===== config.mk =====
export PLATFORM = sky130hd
export DESIGN_NAME = usb_fs_bit_rx
export DESIGN_NICKNAME = d
export VERILOG_FILES = /design/src/rtl/usb_fs_bit_rx.sv
export SDC_FILE = /design/constraint.sdc
export NUM_CORES = 1
export LEC_CHECK = 0
export BUFFER_PORTS_ARGS = -buffer_cell sky130_fd_sc_hd__buf_2
export CORE_MARGIN = 4
export CORE_UTILIZATION = 58
export DETAILED_ROUTE_END_ITERATION = 10
export PLACE_DENSITY = 0.84
export SYNTH_ARGS = -nofsm -noshare
export SYNTH_HDL_FRONTEND = slang
export SYNTH_SLANG_ARGS = --single-unit

===== constraint.sdc =====
create_clock -name clk_48mhz -period 2.8 [get_ports clk_48mhz]
set_clock_uncertainty 0.15 [all_clocks]
set_input_delay 0.42 -clock clk_48mhz [delete_from_list [all_inputs] [get_ports clk_48mhz]]
set_output_delay 0.42 -clock clk_48mhz [all_outputs]
set_load 0.005 [all_outputs]

===== src/rtl/usb_fs_bit_rx.sv =====
// USB full-speed receive front end: input synchronizer, 4x oversampling
// bit recovery, NRZI decode, SYNC detection, bit unstuffing, byte assembly
// and EOP detection. Status is reported as single-cycle pulses.
module usb_fs_bit_rx (
    input  logic       clk_48mhz,
    input  logic       reset,
    input  logic       usb_p_rx,
    input  logic       usb_n_rx,
    input  logic       rx_en,
    output logic [1:0] line_state,
    output logic       pkt_start,
    output logic [7:0] rx_data,
    output logic       rx_data_valid,
    output logic       pkt_end,
    output logic       pkt_error
);

    localparam logic [1:0] LS_J   = 2'b10;
    localparam logic [1:0] LS_K   = 2'b01;
    localparam logic [1:0] LS_SE0 = 2'b00;
    localparam logic [1:0] LS_SE1 = 2'b11;

    typedef enum logic [1:0] {
        ST_IDLE,
        ST_SYNC,
        ST_DATA,
        ST_EOP
    } state_t;

    logic [1:0] meta_q, meta_d;
    logic [1:0] line_q, line_d;
    logic [1:0] line_prev_q, line_prev_d;
    logic [1:0] phase_q, phase_d;
    logic       prev_j_q, prev_j_d;
    state_t     state_q, state_d;
    logic [2:0] zeros_q, zeros_d;
    logic [2:0] ones_q, ones_d;
    logic [2:0] bitcnt_q, bitcnt_d;
    logic [7:0] shift_q, shift_d;
    logic [7:0] rx_data_q, rx_data_d;
    logic       start_q, start_d;
    logic       valid_q, valid_d;
    logic       end_q, end_d;
    logic       error_q, error_d;

    logic sample;
    logic is_j;
    logic is_k;
    logic is_jk;
    logic bit_val;

    // Synchronizer stages and phase tracking for the bit sampler.
    always_comb begin
        meta_d      = {usb_p_rx, usb_n_rx};
        line_d      = meta_q;
        line_prev_d = line_q;
        // The count for the current cycle restarts at every edge, so a
        // sample lands two cycles into each bit even for short bits.
        phase_d     = (line_q != line_prev_q) ? 2'd0 : phase_q + 2'd1;
        sample      = (phase_d == 2'd2);
        is_j        = (line_q == LS_J);
        is_k        = (line_q == LS_K);
        is_jk       = is_j | is_k;
        bit_val     = (is_j == prev_j_q);
        prev_j_d    = (sample && is_jk) ? is_j : prev_j_q;
    end

    // Packet state machine: SYNC hunt, unstuffing, byte assembly, EOP.
    always_comb begin
        state_d   = state_q;
        zeros_d   = zeros_q;
        ones_d    = ones_q;
        bitcnt_d  = bitcnt_q;
        shift_d   = shift_q;
        rx_data_d = rx_data_q;
        start_d   = 1'b0;
        valid_d   = 1'b0;
        end_d     = 1'b0;
        error_d   = 1'b0;
        if (!rx_en) begin
            state_d  = ST_IDLE;
            zeros_d  = '0;
            ones_d   = '0;
            bitcnt_d = '0;
            shift_d  = '0;
        end else if (sample) begin
            case (state_q)
                ST_IDLE: begin
                    if (is_k) begin
                        state_d = ST_SYNC;
                        zeros_d = 3'd1;
                    end
                end
                ST_SYNC: begin
                    if (!is_jk) begin
                        state_d = ST_IDLE;
                    end else if (!bit_val) begin
                        zeros_d = (zeros_q == 3'd7) ? 3'd7 : zeros_q + 3'd1;
                    end else if (zeros_q >= 3'd3) begin
                        state_d  = ST_DATA;
                        start_d  = 1'b1;
                        ones_d   = '0;
                        bitcnt_d = '0;
                    end else begin
                        state_d = ST_IDLE;
                    end
                end
                ST_DATA: begin
                    if (line_q == LS_SE0) begin
                        state_d = ST_EOP;
                        error_d = (bitcnt_q != 3'd0);
                    end else if (line_q == LS_SE1) begin
                        state_d = ST_EOP;
                        error_d = 1'b1;
                    end else if (ones_q == 3'd6) begin
                        // Bit following six ones: a 0 is stuffing, a 1 is illegal.
                        if (bit_val) begin
                            state_d = ST_EOP;
                            error_d = 1'b1;
                        end else begin
                            ones_d = '0;
                        end
                    end else begin
                        shift_d  = {bit_val, shift_q[7:1]};
                        bitcnt_d = bitcnt_q + 3'd1;
                        ones_d   = bit_val ? ones_q + 3'd1 : 3'd0;
                        if (bitcnt_q == 3'd7) begin
                            rx_data_d = {bit_val, shift_q[7:1]};
                            valid_d   = 1'b1;
                        end
                    end
                end
                ST_EOP: begin
                    if (is_j) begin
                        state_d = ST_IDLE;
                        end_d   = 1'b1;
                    end
                end
                default: state_d = ST_IDLE;
            endcase
        end
    end

    // All state registers share the asynchronous reset.
    always_ff @(posedge clk_48mhz or posedge reset) begin
        if (reset) begin
            meta_q      <= LS_J;
            line_q      <= LS_J;
            line_prev_q <= LS_J;
            phase_q     <= '0;
            prev_j_q    <= 1'b1;
            state_q     <= ST_IDLE;
            zeros_q     <= '0;
            ones_q      <= '0;
            bitcnt_q    <= '0;
            shift_q     <= '0;
            rx_data_q   <= '0;
            start_q     <= 1'b0;
            valid_q     <= 1'b0;
            end_q       <= 1'b0;
            error_q     <= 1'b0;
        end else begin
            meta_q      <= meta_d;
            line_q      <= line_d;
            line_prev_q <= line_prev_d;
            phase_q     <= phase_d;
            prev_j_q    <= prev_j_d;
            state_q     <= state_d;
            zeros_q     <= zeros_d;
            ones_q      <= ones_d;
            bitcnt_q    <= bitcnt_d;
            shift_q     <= shift_d;
            rx_data_q   <= rx_data_d;
            start_q     <= start_d;
            valid_q     <= valid_d;
            end_q       <= end_d;
            error_q     <= error_d;
        end
    end

    // A pulse registered just before rx_en falls is masked so nothing
    // escapes while the receiver is disabled.
    assign line_state    = line_q;
    assign rx_data       = rx_data_q;
    assign pkt_start     = start_q & rx_en;
    assign rx_data_valid = valid_q & rx_en;
    assign pkt_end       = end_q & rx_en;
    assign pkt_error     = error_q & rx_en;

endmodule

; ---- After elaboration in Yosys (flattened, before gate mapping)
; Index checks and enable logic that the tools add are counted.
[totals]
elab_cells = 137
output_inout_bits = 14
register_bits = 40
[op_classes]
reduce_logical = 10
n_bitwise = 8
eq_ne = 32
muxes = 67
add_sub_neg = 4
order_cmp = 1
[op_table]
columns = op, n
row1 = $mux W3, 21
row2 = $mux W8, 6
row3 = $ne A3 B3 Y1 const B, 9
row4 = $mux W1, 24
row5 = $mux W2, 12
row6 = $pmux W3 S2, 3
row7 = $reduce_and A8 Y1, 2
row8 = $eq A2 B2 Y1 const B, 5
row9 = $ne A5 B5 Y1 const B, 2
row10 = $reduce_and A5 Y1, 2
row11 = $add A3 B1 Y3 const B, 3
row12 = $eq A3 B3 Y1 const B, 3
row13 = $ne A4 B4 Y1 const B, 2
row14 = $pmux W2 S4, 1
row15 = $reduce_and A7 Y1, 1
row16 = $ne A2 B2 Y1 const B, 3
row17 = $ne A3 B1 Y1 const B, 2
row18 = $reduce_and A6 Y1, 1
row19 = $and A1 B1 Y1, 4
row20 = $eq A2 B1 Y1 const B, 2
row21 = $logic_not A2 Y1, 2
row22 = $ne A2 B1 Y1 const B, 2
row23 = $ge A3 B2 Y1 const B, 1
row24 = $not A1 Y1, 3
row25 = other kinds (6), 6

; ---- Depth between registers and ports, before layout
[logic_depth]
word_depth = 9
ltp_mapped = 7
ltp_nobuf = 6

; ---- Least setup slack after synthesis
; Ideal clock, no wire load.
[synth_path]
path_type = register -> register
start = register line_q[1], in the netlist line_state[1]
end = register rx_data_q[0], in the netlist rx_data[0]
slack_ns = 0.498
arrival_time_ns = 2.028
t_required_ns = 2.525
setup_ns = 0.125
n_path_buf = 1
path_stages_with_launch = 6
path_cell_list = dfstp_2 > xor2_1 > or3_1 > buf_6 > nor4_4 > mux2_2
[synth_via]
elab_chain_cells = 4
[synth_rtl]
columns = item, line
row1 = "start, declared", 31  ; logic [1:0] line_q, line_d;
row2 = "start signal, assigned", 164  ; line_q <= line_d;
row3 = $ne A2 B2 Y1, 59  ; phase_d = (line_q != line_prev_q) ? 2'd0 : phase_q + 2'd1;
row4 = $mux W2, 59
row5 = $eq A2 B2 Y1, 60  ; sample = (phase_d == 2'd2);
row6 = $reduce_and A7 Y1 (no line) *, -
row7 = "end signal, assigned", 173  ; rx_data_q <= rx_data_d;
row8 = "end, declared", 40  ; logic [7:0] rx_data_q, rx_data_d;
; Mark *: on every way between the ends. The rest lies on a longest branch, timed or not.
; A chain may end at the register's enable or synchronous reset.

; ---- Final worst setup path
[layout_path]
start = register line_q[1], in the netlist line_state[1]
end = register bitcnt_q[2]
[layout_via]
elab_chain_cells = 5
[layout_rtl]
columns = item, line
row1 = $ne A2 B2 Y1, 59
row2 = $mux W2, 59
row3 = $eq A2 B2 Y1, 60
row4 = $ne A2 B1 Y1 (no line), -
row5 = $reduce_and A8 Y1 (no line) *, -
row6 = "end signal, assigned", 171  ; bitcnt_q <= bitcnt_d;
row7 = "end, declared", 38  ; logic [2:0] bitcnt_q, bitcnt_d;
; Marks and branches as above.

==> run summary <==
fmax = 397 MHz
FF+latch count, synth = 39
largest net degree at the start of global routing = 30
routing usage on met1 = 27.1%
Syn Area/Cell = 10.9 um^2
Fin. Hold Viols = 0
Post-DRT Antenna Nets = 0
register area share after synthesis = 49.9%
area of the multi-input gates = 912 um^2
WP buf/inv = 1
required time worst endpoint = 2.90 ns
first-pass GRT wire length = 6.95 mm
Final GP Congestion = 0.916
Non-Filler Instances = 248
CTS tree = done
Max H-tree Level = 2
Max transition margin = 41.3%
asr flop ratio synth = 100%
CTS Buf Count = 5
P_leak = 1.10 nW
wire length per cell = 15.6 um
Iter 0 DRT Violations = 74
vias in the first global route = 1501
Synth Warn # = 0
# nets final = 218
Starting Density = 62.3%
pwr dens = 446 nW/um^2
crit path cell chain = inv_1, ha_1, nor4b_1, a31oi_1, o21a_1, a211o_1
die extent in x = 66.2 um
CTS Buffer Depth = 2
detailed-route vias per instance = 5.92
worst ir drop on vdd = 0.346 mV
top cells by count, synth = dfrtp_1 (35), nand2_1 (22), ha_1 (10), inv_1 (10)
Clock Latency Late Sink = 0.35 ns
Worst Setup SP = line_state[1]$_DFF_PP1_
clk root buf = clkbuf_4
crit path time final = 2.52 ns
class of the worst hold path = input port to asynchronous set/reset pin
layout cells sized above 1 = 23.0%
crit start category = register
status = completed
Crit Path Category = register to register
CP top delay family = compound AO/OA/AOI/OAI gates
CTS clock-pin slew for the worst setup and hold paths = 0.11 ns
Synth area leaders = dfrtp_1 (45%), ha_1 (6.4%), dfstp_2 (5.4%)
dpl cells = 238
Seq. cell area = 981 um^2
syn_nets = 195
Row Count = 20
CP max-delay cell = dfstp_2
Final Max Tran Viols = 0
RSZ-0062 raised after global routing = false
Yosys top cell by area = dfrtp_1
crit share post-route = 89.9%
most common cell in the netlist = dfrtp_1
GRT Resource Usage Total = 21.2%
# IOs = 19
vias = 1467
endpoints failing setup = 0
Crit. End Element = register
# diodes = 0
setup tns final = 0 ns
Port Buffers = 18
Post-route DRC = 0
initial antenna violation count = 0
crit-path max FO = 6
Clock Sinks = 39
Synth Flop Type = dfrtp_1
DRT Pass-1 Iters = 5
CP peak stage delay = 0.60 ns
CP arrival = 2.62 ns
global-route track usage on met2 = 33.1%
core footprint = 3150 um^2
Synth cell types = 45
busiest grt layer = met2
die height = 66.2 um
Yosys top cell area share = 44.6%
Reg2Reg Launch Point = line_state[1]$_DFF_PP1_
M3 GR Usage = 4.42%
max cap viols = 0
hpwl dp = 2.80 mm
PostCTS Resize Cnt = 0
Mapped Cells = 180
DIE AREA = 4380 um^2
Remaining Overflow, GRT = 0
Worst-Margin Slew = 0.879 ns
area grow syn2layout = 10.6%
fill count = 254
final WL = 3.86 mm
post-synthesis cell area = 1960 um^2
number of synthesized flops with an enable pin = 0
-- kinds of logic after synthesis --
| family | synth area share [%] |
|---|---|
| AO/OA/AOI/OAI | 11.2 |
| buffers and inverters | 3.63 |
| flip-flops | 49.9 |
| XOR/XNOR | 1.78 |
| multiplexers | 9.75 |
| AND/OR/NAND/NOR | 17.3 |
| adder cells (fa/ha/maj) | 6.37 |
-- flip-flops by register name, indices dropped and copies added, names as in the netlist --
signal / flops
line_d: 2
error_q: 1
ones_q: 3
rx_data: 8
start_q: 1
line_state: 2
state_q: 2
end_q: 1
prev_j_q: 1
zeros_q: 3
phase_q: 2
valid_q: 1
shift_q: 7
bitcnt_q: 3
line_prev_q: 2
-- final cells by class --
class | count | share of cell area [%]
clock buffer | 6 | 1.90
clock inverter | 2 | 0.576
inverter | 10 | 1.73
multi-input combinational | 124 | 42.0
sequential | 39 | 45.2
tap | 44 | 2.53
timing repair buffer | 23 | 6.11
-- final timing paths --
check | endpoint | slack [ns] | depth (start not counted)
max reg2reg | bitcnt_q[2]$_DFFE_PP0P_ | 0.28 | 6
max in group asynchronous | shift_q[3]$_DFFE_PP0P_ | 1.75 | 3
min in group clk_48mhz | line_state[1]$_DFF_PP1_ | 0.22 | 0
max | bitcnt_q[2]$_DFFE_PP0P_ | 0.28 | 6
min | bitcnt_q[2]$_DFFE_PP0P_ | 0.08 | 2
min reg2reg | line_state[1]$_DFF_PP1_ | 0.22 | 0
-- where the power goes --
group / total (mW) / internal [mW] / switching, mW
Sequential: 0.596 / 0.581 / 0.0147
Combinational: 0.0973 / 0.0347 / 0.0626
Clock: 0.277 / 0.0968 / 0.180
Total: 0.970 / 0.713 / 0.257
-- cells in the final DEF, fill, tap and decap left out, types with 2 or more instances in the layout --
cell type	n
mux2_2	9
dfrtp_1	35
o21a_1	3
xor2_1	3
o21ai_0	3
dfstp_2	4
o22ai_1	2
a311oi_1	2
dlygate4sd3_1	2
or3_2	2
ha_1	10
nor2_1	5
clkbuf_4	5
a21o_1	2
buf_4	3
buf_2	18
a21oi_1	2
mux2i_1	9
inv_1	10
nor2b_1	4
nand3_1	8
nand2b_1	2
nand2_1	22
and2_1	5
a31oi_1	4
nor3_1	6
a211o_1	2
-- routing by layer --
layer,vias to the layer above,share of wire (%)
li1,685,-
met1,710,41
met2,63,50
met3,9,6.2
met4,0,2.5
met5,-,0
-- stage by stage --
stage                     area [um^2]  power [mW]  util (%)  hold slack (ns)  setup WS, ns
after global routing             2170        1.01      68.9            0.146        0.0721
after global placement           2100       0.693      66.5            0.190         0.462
after CTS                        2160       0.977      68.6          0.00225         0.335
final                            2170       0.970      68.9           0.0810         0.282
after detailed placement         2100       0.701      66.5            0.198         0.349
after floorplan                  1960       0.673         -            0.181         0.498
-- repair_timing --
| item | in CTS | in global routing |
|---|---|---|
| hold buffers | 1 | 1 |
| hold endpoints to repair | 1 | 1 |
| setup buffers | 0 | 0 |
Note: power is estimated with default switching activity, not from simulation.
